--- src/rtl/data_fetch_buf.sv ---
`default_nettype none
// ============================================================================
//  Module   : data_fetch_buf
//  Purpose  : Tracks data-BRAM reads through the read latency, buffers returned
//             words in an FWFT FIFO and throttles the requester via o_stall.
//  Revision : 1.0
// ============================================================================
module data_fetch_buf #(
    parameter int DATA_WIDTH = 32,
    parameter int RD_LATENCY = 2,
    parameter int FIFO_DEPTH = 8,
    parameter int CNT_WIDTH  = 4,
    parameter int REG_WIDTH  = 32
) (
    input  logic                  clk,
    input  logic                  rst,
    input  logic                  i_rden,
    input  logic [DATA_WIDTH-1:0] i_rdata,
    input  logic                  i_flush,
    input  logic                  i_ready,
    output logic [DATA_WIDTH-1:0] o_data,
    output logic                  o_valid,
    output logic                  o_stall,
    output logic                  o_empty,
    output logic                  o_full,
    output logic [REG_WIDTH-1:0]  dbg_fetch_cnt,
    output logic                  dbg_ovf
);

    localparam int PTR_W = (FIFO_DEPTH > 1) ? $clog2(FIFO_DEPTH) : 1;
    localparam int SUM_W = CNT_WIDTH + $clog2(RD_LATENCY + 1);

    logic [RD_LATENCY-1:0] vld_pipe_q, vld_pipe_d, pipe_shift;
    logic [PTR_W-1:0]      wr_ptr_q, wr_ptr_d, rd_ptr_q, rd_ptr_d;
    logic [CNT_WIDTH-1:0]  count_q, count_d;
    logic [REG_WIDTH-1:0]  fetch_cnt_q, fetch_cnt_d;
    logic                  ovf_q, ovf_d;
    logic [DATA_WIDTH-1:0] mem_q [FIFO_DEPTH];

    logic                  push, pop, full, accept, drop;
    logic [SUM_W-1:0]      inflight;

    generate
        if (RD_LATENCY == 1) begin : g_pipe_single
            assign pipe_shift = i_rden;
        end else begin : g_pipe_multi
            assign pipe_shift = {vld_pipe_q[RD_LATENCY-2:0], i_rden};
        end
    endgenerate

    always_comb begin
        push   = vld_pipe_q[RD_LATENCY-1];
        full   = (count_q == CNT_WIDTH'(FIFO_DEPTH));
        pop    = (count_q != '0) & i_ready;
        accept = push & (~full | pop);
        drop   = push & full & ~pop;

        vld_pipe_d  = pipe_shift;
        wr_ptr_d    = wr_ptr_q;
        rd_ptr_d    = rd_ptr_q;
        count_d     = count_q;
        fetch_cnt_d = fetch_cnt_q;
        ovf_d       = ovf_q;

        // Flush wins over everything, including a word returning this cycle.
        if (i_flush) begin
            vld_pipe_d = '0;
            wr_ptr_d   = '0;
            rd_ptr_d   = '0;
            count_d    = '0;
        end else begin
            if (accept) begin
                wr_ptr_d    = wr_ptr_q + PTR_W'(1);
                fetch_cnt_d = fetch_cnt_q + REG_WIDTH'(1);
            end
            if (pop) begin
                rd_ptr_d = rd_ptr_q + PTR_W'(1);
            end
            if (accept && !pop) begin
                count_d = count_q + CNT_WIDTH'(1);
            end else if (!accept && pop) begin
                count_d = count_q - CNT_WIDTH'(1);
            end
            if (drop) begin
                ovf_d = 1'b1;
            end
        end
    end

    always_comb begin
        inflight = '0;
        for (int i = 0; i < RD_LATENCY; i++) begin
            inflight = inflight + SUM_W'(vld_pipe_q[i]);
        end
    end

    always_ff @(posedge clk or negedge rst) begin
        if (!rst) begin
            vld_pipe_q  <= '0;
            wr_ptr_q    <= '0;
            rd_ptr_q    <= '0;
            count_q     <= '0;
            fetch_cnt_q <= '0;
            ovf_q       <= 1'b0;
        end else begin
            vld_pipe_q  <= vld_pipe_d;
            wr_ptr_q    <= wr_ptr_d;
            rd_ptr_q    <= rd_ptr_d;
            count_q     <= count_d;
            fetch_cnt_q <= fetch_cnt_d;
            ovf_q       <= ovf_d;
        end
    end

    // Storage needs no reset: o_data is masked while the FIFO is empty.
    always_ff @(posedge clk) begin
        if (accept && !i_flush) begin
            mem_q[wr_ptr_q] <= i_rdata;
        end
    end

    assign o_valid       = (count_q != '0);
    assign o_empty       = ~o_valid;
    assign o_full        = full;
    assign o_data        = o_valid ? mem_q[rd_ptr_q] : '0;
    assign o_stall       = (SUM_W'(count_q) + inflight) >= SUM_W'(FIFO_DEPTH);
    assign dbg_fetch_cnt = fetch_cnt_q;
    assign dbg_ovf       = ovf_q;

endmodule
`default_nettype wire

--- config.mk ---
export PLATFORM = sky130hd
export DESIGN_NAME = data_fetch_buf
export DESIGN_NICKNAME = d
export VERILOG_FILES = /design/src/rtl/data_fetch_buf.sv
export SDC_FILE = /design/constraint.sdc
export NUM_CORES = 1
export LEC_CHECK = 0
export BUFFER_PORTS_ARGS = -buffer_cell sky130_fd_sc_hd__buf_2
export CORE_MARGIN = 4
export CORE_UTILIZATION = 24
export DETAILED_ROUTE_END_ITERATION = 10
export GPL_ROUTABILITY_DRIVEN = 0
export PLACE_DENSITY_LB_ADDON = 0.1
export SYNTH_ARGS = -nofsm -noshare
export SYNTH_HDL_FRONTEND = slang
export SYNTH_SLANG_ARGS = --single-unit
--- constraint.sdc ---
create_clock -name clk -period 9.2 [get_ports clk]
set_input_delay 1.38 -clock clk [delete_from_list [all_inputs] [get_ports clk]]
set_output_delay 1.38 -clock clk [all_outputs]
set_load 0.01 [all_outputs]
## Word-level counts from Yosys, hierarchy flattened

Memory sizes are Yosys's and may differ from the RTL's.
Cells that the tools add are included.

- Memories kept: 1
- Bits in writable memories: 256
- Output and inout port bits: 69
- Logic and storage cells: 48
- Input bits: 37
- Flip-flop bits (word level): 45

Memory list:

| name | words | bits a word | rd ports | clocked after Yosys merged registers in | wr ports | line | RTL |
|---|---|---|---|---|---|---|---|
| mem_q | 8 | 32 | 1 | 0 | 1 | 38 | `logic [DATA_WIDTH-1:0] mem_q [FIFO_DEPTH];` |

- Bitwise operators: 9
- Order comparisons: 1
- Eq/ne operators: 1
- Add/sub/neg operators: 7
- Reductions and logical operators: 12
- Muxes and demuxes: 11

Operator list:

| cell | count |
|---|---|
| $add 32x1->32 const B | 1 |
| $mux 32 | 1 |
| $mux 3 | 4 |
| $mux 4 | 3 |
| $add 3x1->3 const B | 2 |
| $add 4x2->5 | 1 |
| $ge 5x4->1 const B | 1 |
| $add 4x1->4 const B | 1 |
| $and 1x1->1 | 4 |
| $eq 4x4->1 const B | 1 |
| $not 1->1 | 4 |
| $reduce_and 2->1 | 2 |
| $reduce_bool 2->1 | 2 |
| $reduce_bool 4->1 | 1 |
| $sub 4x1->4 const B | 1 |
| $logic_and 1x1->1 | 3 |
| $logic_not 1->1 | 3 |
| $reduce_bool 3->1 | 1 |
| $add 1x1->2 | 1 |
| $mux 1 | 2 |
| $mux 2 | 1 |
| $or 1x1->1 | 1 |

## Longest topological paths before layout

- Depth after elaboration: 9
- Gate-level depth with buffers: 11
- Gate-level depth less buffers: 9

## Worst setup path before layout

Ideal clock, no wire load.

- Kind: input-to-reg
- From: input port i_ready
- To: memory mem_q[2][0] (enable)
- Slack: 3.040 ns
- Cell stages on the path: 7
- Buffers on the path: 3
- Required time: 8.687 ns
- Setup time: 0.513 ns
- Arrival: 5.647 ns
- Path through: buf_4 nor2b_2 a21o_1 buf_4 or2_1 buf_2 nor4b_1

- Word-level cells in the longest chain between the ends: 6

RTL lines:

| element | line | RTL |
|---|---|---|
| start: declaration | 20 | `input logic i_ready,` |
| $and 1x1->1 | 54 | `pop = (count_q != '0) & i_ready;` |
| $or 1x1->1 | 55 | `accept = push & (~full \| pop);` |
| $and 1x1->1 | 55 |  |
| $logic_and 1x1->1 | 117 | `if (accept && !i_flush) begin` |
| $mux 1 | 117 |  |
| $mux 1 (not written as such) | 118 | `mem_q[wr_ptr_q] <= i_rdata;` |
| end: declaration | 38 |  |

No other way between the ends.

## Final worst setup path

- From: register rd_ptr_q[0]
- To: output port o_data[12]

- Word-level cells in the longest chain between the ends: 2

RTL lines:

| element | line | RTL |
|---|---|---|
| start: declaration | 34 | `logic [PTR_W-1:0] wr_ptr_q, wr_ptr_d, rd_ptr_q, rd_ptr_d;` |
| start signal: assignment | 108 | `rd_ptr_q <= rd_ptr_d;` |
| $mem_v2 8x32 | -- |  |
| $mux 32 | 125 | `assign o_data = o_valid ? mem_q[rd_ptr_q] : '0;` |
| end: declaration | 21 | `output logic [DATA_WIDTH-1:0] o_data,` |

No other way between the ends.

==> impl_metrics.ini <==
[run_status]
status = complete, no violations

[detailed_routing]
drt_first_pass_iters = 4
dr.first_iter.drc_count = 236
vias_per_cell = 4.262
route.detailed.drc = 0
totalWireLength_mm = 29.56
vias = 6163
wire_per_inst_um = 20.44
antenna_left = 0

[setup_path]
start_kind = register
rrSetupSlack_ps = 5960
r2r_end = mem_q[5][6]$_DFFE_PP_
crit_fanout = 36
cp.arrival_ps = 3260
critPathKind = reg -> out
crit_required_ps = 7820
ff2ff_path_depth = 6
setup.worst_path.end_class = primary output
reg2reg_from = count_q[3]$_DFFE_PN0P_

[sta]
fmax_mhz = 215.5
clock_skew_ps = 15.69
min_period_ps = 4641
worst_pin_slew_ps = 1079
fin_setup_tns_ps = 0
setup_viol = 0
timing.final.crit_share_pct = 50.45
max_slew_margin_pct = 28.04
fin_hold_ws_ps = 448.2
grt_setup_unrepaired = no
final_max_slew_viol_count = 0
final_hold_viol_count = 0

[synthesis]
synth_area_per_cell_um2 = 19.17
ys_types = 49
syn_nets = 675
synthesis.area_um2 = 12080
ys_seq_elements = 301
seq_area_frac_synth_pct = 72.97
syn_inst = 630
yosys_warnings = 0

[clock_tree]
cts_buffers = 37
cts.path.max_buffers = 3
cts_hold_buf = 0
clk_pin_slew_ps = 50
h-tree-depth = 2
clock_sinks = 301
clk_latency_ps = 530
ctsRootBufferMaster = clkbuf_16
post-cts-setup-buffer-count = 0
cts_tree = done
cts_resized = 0

[finish]
final_cell_mix = edfxtp_1, buf_2, mux4_2
syn_to_final_growth_pct = 20.49
finalNonFillerCells = 1446
utilization_pct = 29.49
nets = 800
fill_cells = 4887
final_common_cell = edfxtp_1
drive_gt1_share_pct = 33.16

[power_and_ir_drop]
powerDensity_nw_per_um2 = 248.6
p_leak_nw = 4.963
vdd_drop_max_uv = 98.57
power_w = 0.003618

[worst_hold_path]
min_path_type = reg -> reg
holdPathEnd = dbg_ovf$_DFFE_PN0P_
hold_start = dbg_ovf$_DFFE_PN0P_
holdPathStages = 1

[global_route]
grt_pass1_wl_mm = 44.04
grt.total_usage_pct = 11.03
gr-total-overflow = 0
antenna_found_initial = 3
grt_pass1_vias = 6903
grt_max_degree = 67

[floorplan]
die_h_um = 232.3
start_util_pct = 24.47
die_w_um = 232.3
num_rows = 81
dieArea_um2 = 53980
core-area_um2 = 49360
pin_count = 106

[placement]
place_hpwl_mm = 16.20
io_buffers = 105
place_inst = 1380

[job]
maxCapViolations = 0
-- logic make-up after synthesis --
family,count (synthesis),synth area share (%)
and+or+nand+nor,130,5.967
AOI/OAI and AO/OA,17,1.046
DFF,301,72.97
xor gates and xnor gates,37,2.745
buffers and inverters,37,1.388
adders and majority gates,8,0.9531
muxes,100,14.93
-- area by class of cell --
class	instances	area [um^2]	area share [%]
antenna	1	2.502	0.01720
clock buffer	46	1002	6.887
clock inverter	19	122.6	0.8426
inverter	8	30.03	0.2063
multi-input combinational	292	3142	21.59
sequential	301	8822	60.62
tap	664	830.8	5.709
timing repair buffer	115	600.6	4.127
-- registers in the layout, summed over array words and instances, names as in the netlist --
| register | flops |
|---|---|
| vld_pipe_q | 2 |
| mem_q | 256 |
| wr_ptr_q | 3 |
| count_q | 4 |
| dbg_fetch_cnt | 32 |
| dbg_ovf | 1 |
| rd_ptr_q | 3 |
-- how the worst max path moves through the flow --
stage                            end               startpoint  cells after the start  slack, ps
2_1_floorplan  mem_q[2][0]$_DFFE_PP_                  i_ready                      7       3040
3_3_place_gp   mem_q[5][6]$_DFFE_PP_                  i_ready                      7       4890
3_5_place_dp   mem_q[5][6]$_DFFE_PP_                  i_ready                      7       4860
4_1_cts                   o_data[12]  rd_ptr_q[0]$_DFFE_PN0P_                      5       4320
5_1_grt                   o_data[12]  rd_ptr_q[0]$_DFFE_PN0P_                      5       4160
6_report                  o_data[12]  rd_ptr_q[0]$_DFFE_PN0P_                      5       4560
-- cell usage after synthesis (all sizes together) --
| cell type | n | area [um^2] |
|---|---|---|
| dfrtp | 45 | 1126 |
| nor2 | 47 | 176.4 |
| nand2b | 3 | 18.77 |
| a31oi | 1 | 6.260 |
| a21oi | 6 | 30.03 |
| o21ai | 4 | 23.77 |
| and2 | 2 | 12.51 |
| nand4b | 1 | 23.77 |
| nand2 | 23 | 86.33 |
| clkbuf | 9 | 33.78 |
| inv | 8 | 30.03 |
| a221oi | 1 | 8.760 |
| o21bai | 1 | 7.510 |
| or3 | 1 | 6.260 |
| edfxtp | 256 | 7687 |
| mux4 | 64 | 1441 |
| nand3b | 1 | 7.510 |
| xor2 | 7 | 61.31 |
| ha | 6 | 75.07 |
| and3 | 6 | 40.03 |
| and4 | 2 | 17.52 |
| xnor2 | 30 | 270.3 |
| or2 | 1 | 6.260 |
| mux2 | 1 | 11.26 |
| nor4 | 3 | 33.78 |
| fa | 2 | 40.04 |
| nand4 | 11 | 98.84 |
| a211oi | 1 | 7.510 |
| mux2i | 35 | 350.3 |
| a21o | 2 | 15.01 |
| nor3 | 7 | 62.56 |
| buf | 20 | 103.9 |
| a2111oi | 1 | 27.53 |
| nor4b | 1 | 8.760 |
| nor3b | 2 | 15.01 |
| nand3 | 16 | 85.08 |
| nor2b | 3 | 21.27 |
-- critical path, cell delays in order, from the launching register on --
cell     delay (ps)
dfrtp_4         950
buf_4           690
mux4_2          590
mux2i_1         170
nor2_1          110
buf_2           210
-- layer usage --
metal  wire (um)  track usage (%)  up-vias
li1            -                -     2729
met1       12630            13.70     3241
met4         645            3.605        6
met2       14970            18.98      135
met5          35                0        -
met3        1272            2.613       52
-- metrics by stage --
stage | area (um^2) | worst slack [ps]
after floorplan | 12080 | 3040
after global placement | 13430 | 4892
after detailed placement | 13430 | 4864
after CTS | 14550 | 4324
after global routing | 14550 | 4164
final | 14550 | 4559
-- power breakdown --
group	internal [W]	total (W)	switching (W)
combinational	0.000292	0.000670	0.000378
sequential	0.00151	0.00160	0.0000892
clock	0.000799	0.00135	0.000551
total	0.00260	0.00362	0.00102
Note: power is estimated with default switching activity, not from simulation.
